<file path="src/rtl/alu_bit_serial_pkg.sv">
// Shared definitions for the bit-serial ALU: ALU opcodes and the controller state encoding.
package alu_bit_serial_pkg;

  localparam logic [2:0] OpAnd = 3'b000;
  localparam logic [2:0] OpOr  = 3'b001;
  localparam logic [2:0] OpAdd = 3'b010;
  localparam logic [2:0] OpSub = 3'b110;
  localparam logic [2:0] OpSlt = 3'b111;

  typedef enum logic [1:0] {
    StIdle = 2'd0,
    StRun  = 2'd1,
    StDone = 2'd2
  } state_e;

  function automatic logic op_is_arith(logic [2:0] op);
    return (op == OpAdd) || (op == OpSub);
  endfunction

endpackage

</file>
<file path="src/rtl/alu_bit_serial_if.sv">
// Request/response bundle between the control FSM (master) and the bit-serial ALU (slave).
interface alu_bit_serial_if #(
  parameter int unsigned WIDTH = 32
) ();
  logic             start;
  logic [2:0]       alu_op;
  logic [WIDTH-1:0] input1;
  logic [WIDTH-1:0] input2;
  logic             busy;
  logic             done;
  logic [WIDTH-1:0] result;
  logic             zero;
  logic             overflow;

  modport master (
    output start, alu_op, input1, input2,
    input  busy, done, result, zero, overflow
  );

  modport slave (
    input  start, alu_op, input1, input2,
    output busy, done, result, zero, overflow
  );
endinterface

</file>
<file path="src/rtl/alu_bit_serial_slice.sv">
// One-bit ALU slice: AND/OR/sum/less selected by op[1:0], op[2] inverts B for subtraction.
module alu_bit_serial_slice (
  input  logic       a,
  input  logic       b,
  input  logic       cin,
  input  logic       less,
  input  logic [2:0] op,
  output logic       res,
  output logic       cout
);
  logic b_eff;
  logic sum;

  assign b_eff = b ^ op[2];
  assign sum   = a ^ b_eff ^ cin;
  assign cout  = (a & b_eff) | (a & cin) | (b_eff & cin);

  always_comb begin
    res = 1'b0;
    case (op[1:0])
      2'b00:   res = a & b_eff;
      2'b01:   res = a | b_eff;
      2'b10:   res = sum;
      default: res = less;
    endcase
  end
endmodule

</file>
<file path="src/rtl/alu_bit_serial.sv">
// Multi-cycle ALU that evaluates one bit per clock through a single reused 1-bit slice.
module alu_bit_serial
  import alu_bit_serial_pkg::*;
#(
  parameter int unsigned WIDTH = 32
) (
  input logic              clk,
  input logic              reset,
  alu_bit_serial_if.slave  bus
);
  localparam int unsigned IdxW = $clog2(WIDTH);

  state_e           state_q, state_d;
  logic [WIDTH-1:0] a_q, a_d, b_q, b_d;
  logic [WIDTH-1:0] work_q, work_d;
  logic [WIDTH-1:0] result_q, result_d;
  logic [2:0]       op_q, op_d;
  logic [IdxW-1:0]  idx_q, idx_d;
  logic             carry_q, carry_d;
  logic             zero_q, zero_d;
  logic             ovf_q, ovf_d;

  logic [2:0] slice_op;
  logic       slice_cin, slice_res, slice_cout, msb_ovf, last_bit;

  // SLT evaluates as a subtraction; the less bit is derived from the MSB afterwards.
  assign slice_op  = (op_q == OpSlt) ? OpSub : op_q;
  assign slice_cin = (idx_q == '0) ? slice_op[2] : carry_q;
  assign msb_ovf   = slice_cin ^ slice_cout;
  assign last_bit  = (idx_q == IdxW'(WIDTH - 1));

  alu_bit_serial_slice u_slice (
    .a    (a_q[0]),
    .b    (b_q[0]),
    .cin  (slice_cin),
    .less (1'b0),
    .op   (slice_op),
    .res  (slice_res),
    .cout (slice_cout)
  );

  always_comb begin
    state_d  = state_q;
    a_d      = a_q;
    b_d      = b_q;
    op_d     = op_q;
    idx_d    = idx_q;
    carry_d  = carry_q;
    work_d   = work_q;
    result_d = result_q;
    zero_d   = zero_q;
    ovf_d    = ovf_q;
    case (state_q)
      StIdle, StDone: begin
        if (bus.start) begin
          a_d     = bus.input1;
          b_d     = bus.input2;
          op_d    = bus.alu_op;
          idx_d   = '0;
          carry_d = 1'b0;
          state_d = StRun;
        end else begin
          state_d = StIdle;
        end
      end
      StRun: begin
        a_d     = a_q >> 1;
        b_d     = b_q >> 1;
        carry_d = slice_cout;
        work_d  = {slice_res, work_q[WIDTH-1:1]};
        idx_d   = idx_q + 1'b1;
        if (last_bit) begin
          idx_d   = '0;
          state_d = StDone;
          case (op_q)
            OpAnd, OpOr, OpAdd, OpSub: result_d = work_d;
            OpSlt:   result_d = {{(WIDTH - 1){1'b0}}, slice_res ^ msb_ovf};
            default: result_d = '0;
          endcase
          zero_d = (result_d == '0);
          ovf_d  = op_is_arith(op_q) & msb_ovf;
        end
      end
      default: state_d = StIdle;
    endcase
  end

  always_ff @(posedge clk) begin
    if (reset) begin
      state_q  <= StIdle;
      a_q      <= '0;
      b_q      <= '0;
      op_q     <= OpAnd;
      idx_q    <= '0;
      carry_q  <= 1'b0;
      work_q   <= '0;
      result_q <= '0;
      zero_q   <= 1'b1;
      ovf_q    <= 1'b0;
    end else begin
      state_q  <= state_d;
      a_q      <= a_d;
      b_q      <= b_d;
      op_q     <= op_d;
      idx_q    <= idx_d;
      carry_q  <= carry_d;
      work_q   <= work_d;
      result_q <= result_d;
      zero_q   <= zero_d;
      ovf_q    <= ovf_d;
    end
  end

  assign bus.busy     = (state_q == StRun);
  assign bus.done     = (state_q == StDone);
  assign bus.result   = result_q;
  assign bus.zero     = zero_q;
  assign bus.overflow = ovf_q;
endmodule

</file>
<file path="src/flat_wrapper.sv">
// flat-port wrapper written by rule: the top's interface ports become plain ports
module alu_bit_serial_flat import alu_bit_serial_pkg::*;
#(
  parameter int unsigned WIDTH = 32
)
  (clk, reset, bus_start, bus_alu_op, bus_input1, bus_input2, bus_busy, bus_done, bus_result, bus_zero, bus_overflow);
  alu_bit_serial_if #(.WIDTH(WIDTH)) bus_i ();
  input logic clk;
  input logic reset;
  input wire logic [$bits(bus_i.start)-1:0] bus_start;
  input wire logic [$bits(bus_i.alu_op)-1:0] bus_alu_op;
  input wire logic [$bits(bus_i.input1)-1:0] bus_input1;
  input wire logic [$bits(bus_i.input2)-1:0] bus_input2;
  output wire logic [$bits(bus_i.busy)-1:0] bus_busy;
  output wire logic [$bits(bus_i.done)-1:0] bus_done;
  output wire logic [$bits(bus_i.result)-1:0] bus_result;
  output wire logic [$bits(bus_i.zero)-1:0] bus_zero;
  output wire logic [$bits(bus_i.overflow)-1:0] bus_overflow;
  assign bus_i.start = bus_start;
  assign bus_i.alu_op = bus_alu_op;
  assign bus_i.input1 = bus_input1;
  assign bus_i.input2 = bus_input2;
  assign bus_busy = bus_i.busy;
  assign bus_done = bus_i.done;
  assign bus_result = bus_i.result;
  assign bus_zero = bus_i.zero;
  assign bus_overflow = bus_i.overflow;
  alu_bit_serial #(.WIDTH(WIDTH)) u_core (.clk(clk), .reset(reset), .bus(bus_i));
endmodule
</file>
<file path="config.mk">
export PLATFORM = sky130hd
export DESIGN_NAME = alu_bit_serial_flat
export DESIGN_NICKNAME = d
export VERILOG_FILES = /design/src/rtl/alu_bit_serial_pkg.sv /design/src/rtl/alu_bit_serial_if.sv /design/src/rtl/alu_bit_serial_slice.sv /design/src/rtl/alu_bit_serial.sv /design/src/flat_wrapper.sv
export SDC_FILE = /design/constraint.sdc
export NUM_CORES = 1
export LEC_CHECK = 0
export ABC_CLOCK_PERIOD_IN_PS = 5600
export BUFFER_PORTS_ARGS = -buffer_cell sky130_fd_sc_hd__buf_2
export CORE_UTILIZATION = 35
export DETAILED_ROUTE_END_ITERATION = 16
export PLACE_DENSITY_LB_ADDON = 0.08
export SYNTH_ARGS = -nofsm -noshare
export SYNTH_HDL_FRONTEND = slang
export SYNTH_SLANG_ARGS = --single-unit
</file>
<file path="constraint.sdc">
create_clock -name clk -period 5.6 [get_ports clk]
set_input_delay 0.56 -clock clk [delete_from_list [all_inputs] [get_ports clk]]
set_output_delay 0.56 -clock clk [all_outputs]
set_load 0.005 [all_outputs]
</file>
==> results.py <==
metrics = {
    "global_route": {
        "grt_pass1_vias": 4638,
        "grt_max_degree": 96,
        "gr-usage-all-layers_pct": 16.8,
        "gr-total-overflow": 0,
        "antenna_found_initial": 2,
        "grt_pass1_wl_um": 22100,
    },
    "worst_setup_path": {
        "reg2reg_depth": 5,
        "rr_endpoint": "u_core.bus.result[6]$_SDFFE_PP0P_",
        "arrival_ns": 3.30,
        "crit_chain": "nand2b_4, inv_2, and3_1, a22oi_1, nor2_1",
        "critPathLaunchType": "flip-flop",
        "r2r_setup_slack_ns": 2.65,
        "critPathLaunch": "u_core.state_q[0]$_SDFFE_PP0P_",
        "cp.required_ns": 5.96,
        "cpPeakStageDelay_ns": 1.03,
        "cp_max_fo": 62,
        "end_kind": "flip-flop",
        "timing.rr.start": "u_core.state_q[0]$_SDFFE_PP0P_",
        "critical_path_class": "reg2reg",
        "cp_slowest_cell": "and3_1",
    },
    "min_path": {
        "hold_end": "u_core.op_q[0]$_SDFFE_PP0P_",
        "hold_start": "bus_alu_op[0]",
        "holdPathStages": 3,
        "min_path_type": "in2reg",
    },
    "cells_and_area": {
        "diodes": 0,
        "drive_gt1_share_pct": 19.6,
        "most-common-layout-cells": "nand2_1 (194), dfxtp_1 (140), nor2_1 (104), buf_2 (104), a311oi_1 (62)",
        "nNetsFinal": 839,
        "area_delta_synth_final_pct": 20.7,
        "fillers": 1675,
        "final_util_pct": 43.2,
        "layout_commonest_cell": "nand2_1",
    },
    "detailed_routing": {
        "ant_nets": 0,
        "via_per_inst": 5.00,
        "via_count": 4951,
        "drt_iter0_drc": 313,
        "wl_met3_um": 677,
        "routed_wl_um": 13400,
        "dr.pass1.iters": 4,
        "drc": 0,
        "wl_per_cell_um": 13.5,
        "met2WireLength_um": 6080,
        "highest_layer": "met5",
        "drt-met1-wl_um": 6430,
    },
    "logic_synthesis": {
        "ys_ff_latch": 140,
        "seq_area_frac_synth_pct": 49.2,
        "syn_avg_cell_area_sq_um": 8.17,
        "ys_top_cells_by_area": "dfxtp_1 (49%), nand2_1 (13%), a311oi_1 (9.5%)",
        "syn-num-nets": 773,
        "synth_edf_count": 0,
        "synth_top_area_share_pct": 49.2,
        "yosysTopAreaCell": "dfxtp_1",
        "synth_area_sq_um": 5690,
        "async_reset_ff_share_pct": 0,
        "syn_inst": 697,
        "yosysWarningCount": 0,
        "synthFlopType": "dfxtp_1",
        "synth_cell_types": 43,
    },
    "power_and_ir_drop": {
        "clock_power_share_pct": 48.7,
        "switchingPower_w": 0.000581,
        "p_int_w": 0.00191,
        "seq_power_share_pct": 43.1,
        "p_sw_share_pct": 23.3,
        "p_per_area_nw_per_um2": 363,
        "irDropWorstVdd_v": 0.000216,
        "power.leakage_nw": 2.73,
        "power_frac_comb_pct": 8.3,
    },
    "floorplanning": {
        "start_util_pct": 35.8,
        "die_x_um": 130,
        "num_io_pins": 106,
        "core_area_sq_um": 15900,
        "die_y_um": 130,
        "num_rows": 46,
        "dieArea_sq_um": 16800,
    },
    "clock_tree": {
        "cts-resized-gates": 0,
        "cts_hold_buf": 0,
        "clockBufferDepth": 2,
        "cts.clk_slew.worst_paths_ns": 0.06,
        "tritoncts": "yes",
        "clock_latency_ns": 0.42,
        "htreeDepth": 4,
        "root_buffer": "clkbuf_16",
        "cts_buffers": 17,
        "cts_setup_buffers": 0,
        "cts_sinks": 140,
    },
    "sta": {
        "tightest_slew_ns": 1.15,
        "rsz0062_at_grt": "false",
        "slew_headroom_pct": 23.6,
        "finalSetupTns_ns": 0,
        "report.final.slew_viol_count": 0,
        "fin_crit_ns": 2.95,
        "hold_viol_final": 0,
        "worst_clock_skew_ns": 0.00762,
        "period_share_pct": 52.6,
        "setup_violations": 0,
        "max_freq_mhz": 339,
    },
    "placed_design": {
        "gp_congestion": 0.751,
        "dpl.hpwl_um": 8200,
        "io_buffer_count": 105,
    },
    "outcome": {
        "status": "finished clean",
    },
    "flow_run": {
        "maxCapViolCount": 0,
    },
}
[power by group through the flow]
stage | Sequential (W) | Clock [W] | Combinational, W
CTS | 0.00107 | 0.00124 | 0.000209
finish | 0.00107 | 0.00121 | 0.000206
global route | 0.00108 | 0.00129 | 0.000235
global placement | 0.00109 | 0 | 0.000204
detailed placement | 0.00109 | 0 | 0.000208
floorplan | 0.00109 | 0 | 0.000161
[metrics by stage]
stage | hold slack (ns) | area (sq um) | cells | total power [W] | setup WS, ns
final | 0.375 | 6870 | 991 | 0.00249 | 2.65
after global routing | 0.376 | 6870 | 991 | 0.00260 | 2.31
after CTS | 0.352 | 6870 | 991 | 0.00253 | 2.60
after detailed placement | 0.464 | 6230 | 960 | 0.00130 | 2.62
after global placement | 0.449 | 6230 | 960 | 0.00130 | 2.73
after floorplan | 0.437 | 5690 | 697 | 0.00125 | 3.07
[cell usage after synthesis, types with 2 or more instances]
library cell  number
nor2_2             2
nand2b_1           4
buf_4              4
a221oi_1           2
nor2b_1            3
clkbuf_8           2
a21oi_1           41
clkbuf_1          27
mux2i_1            2
dfxtp_1          140
nor4_1             7
buf_6              3
nor2_1           104
a22oi_1           36
buf_2             15
nand4_1            4
o21ai_0            2
buf_1             10
inv_1              6
ha_1               5
a311oi_1          62
xnor2_1            2
nand2_1          194
[critical path: cells and delay by family (launching register included)]
kind	cells	cell delay, ns
AND/OR/NAND/NOR	3	1.57
buffers and inverters	1	0.67
flip-flops	1	0.45
AO/OA/AOI/OAI	1	0.16
[metal layers]
| metal | track usage (%) | vias up |
|---|---|---|
| met1 | 21.4 | 2293 |
| li1 | - | 2540 |
| met5 | 0 | - |
| met2 | 26.1 | 103 |
| met3 | 5.74 | 13 |
| met4 | 6.70 | 2 |
[how the worst max path moves through the flow]
stage | to | cells past startpoint | slack (ns)
2_1_floorplan | u_core.bus.zero$_SDFFE_PP1P_ | 8 | 3.07
3_3_place_gp | u_core.bus.result[23]$_SDFFE_PP0P_ | 5 | 2.73
3_5_place_dp | u_core.bus.result[6]$_SDFFE_PP0P_ | 5 | 2.62
4_1_cts | u_core.bus.result[27]$_SDFFE_PP0P_ | 5 | 2.60
5_1_grt | u_core.bus.result[14]$_SDFFE_PP0P_ | 5 | 2.31
6_report | u_core.bus.result[6]$_SDFFE_PP0P_ | 5 | 2.65
[registers in the layout, indices dropped and copies added, names as in the netlist]
signal and flops:
u_core.b_q 32, u_core.carry_q 1, u_core.idx_q 5, u_core.bus.zero 1
u_core.bus.overflow 1, u_core.a_q 32, u_core.work_q 31, u_core.bus.result 32
u_core.state_q 2, u_core.op_q 3
[final cells by class]
class                           instances  area (sq um)  area share (%)
Multi-Input combinational cell        488          2570            37.4
Clock inverter                         10           161            2.35
Sequential cell                       140          2800            40.8
Timing Repair Buffer                  109           558            8.12
Clock buffer                           21           480            6.99
Inverter                                7          26.3           0.383
Tap cell                              216           270            3.93
[cells by family (layout without fill, tap and decap cells)]
kind of cell             count (synthesis)  in the layout  synth area share (%)
AO/OA/AOI/OAI                          147            147                  19.0
multiplexers                             4              4                 0.813
flip-flops                             140            140                  49.2
buffers and inverters                   69            147                  5.91
adder cells (fa/ha/maj)                  6              6                  1.45
XOR/XNOR                                 2              2                 0.308
AND/OR/NAND/NOR                        329            329                  23.3
No activity file was read; power rests on OpenSTA's default activity.
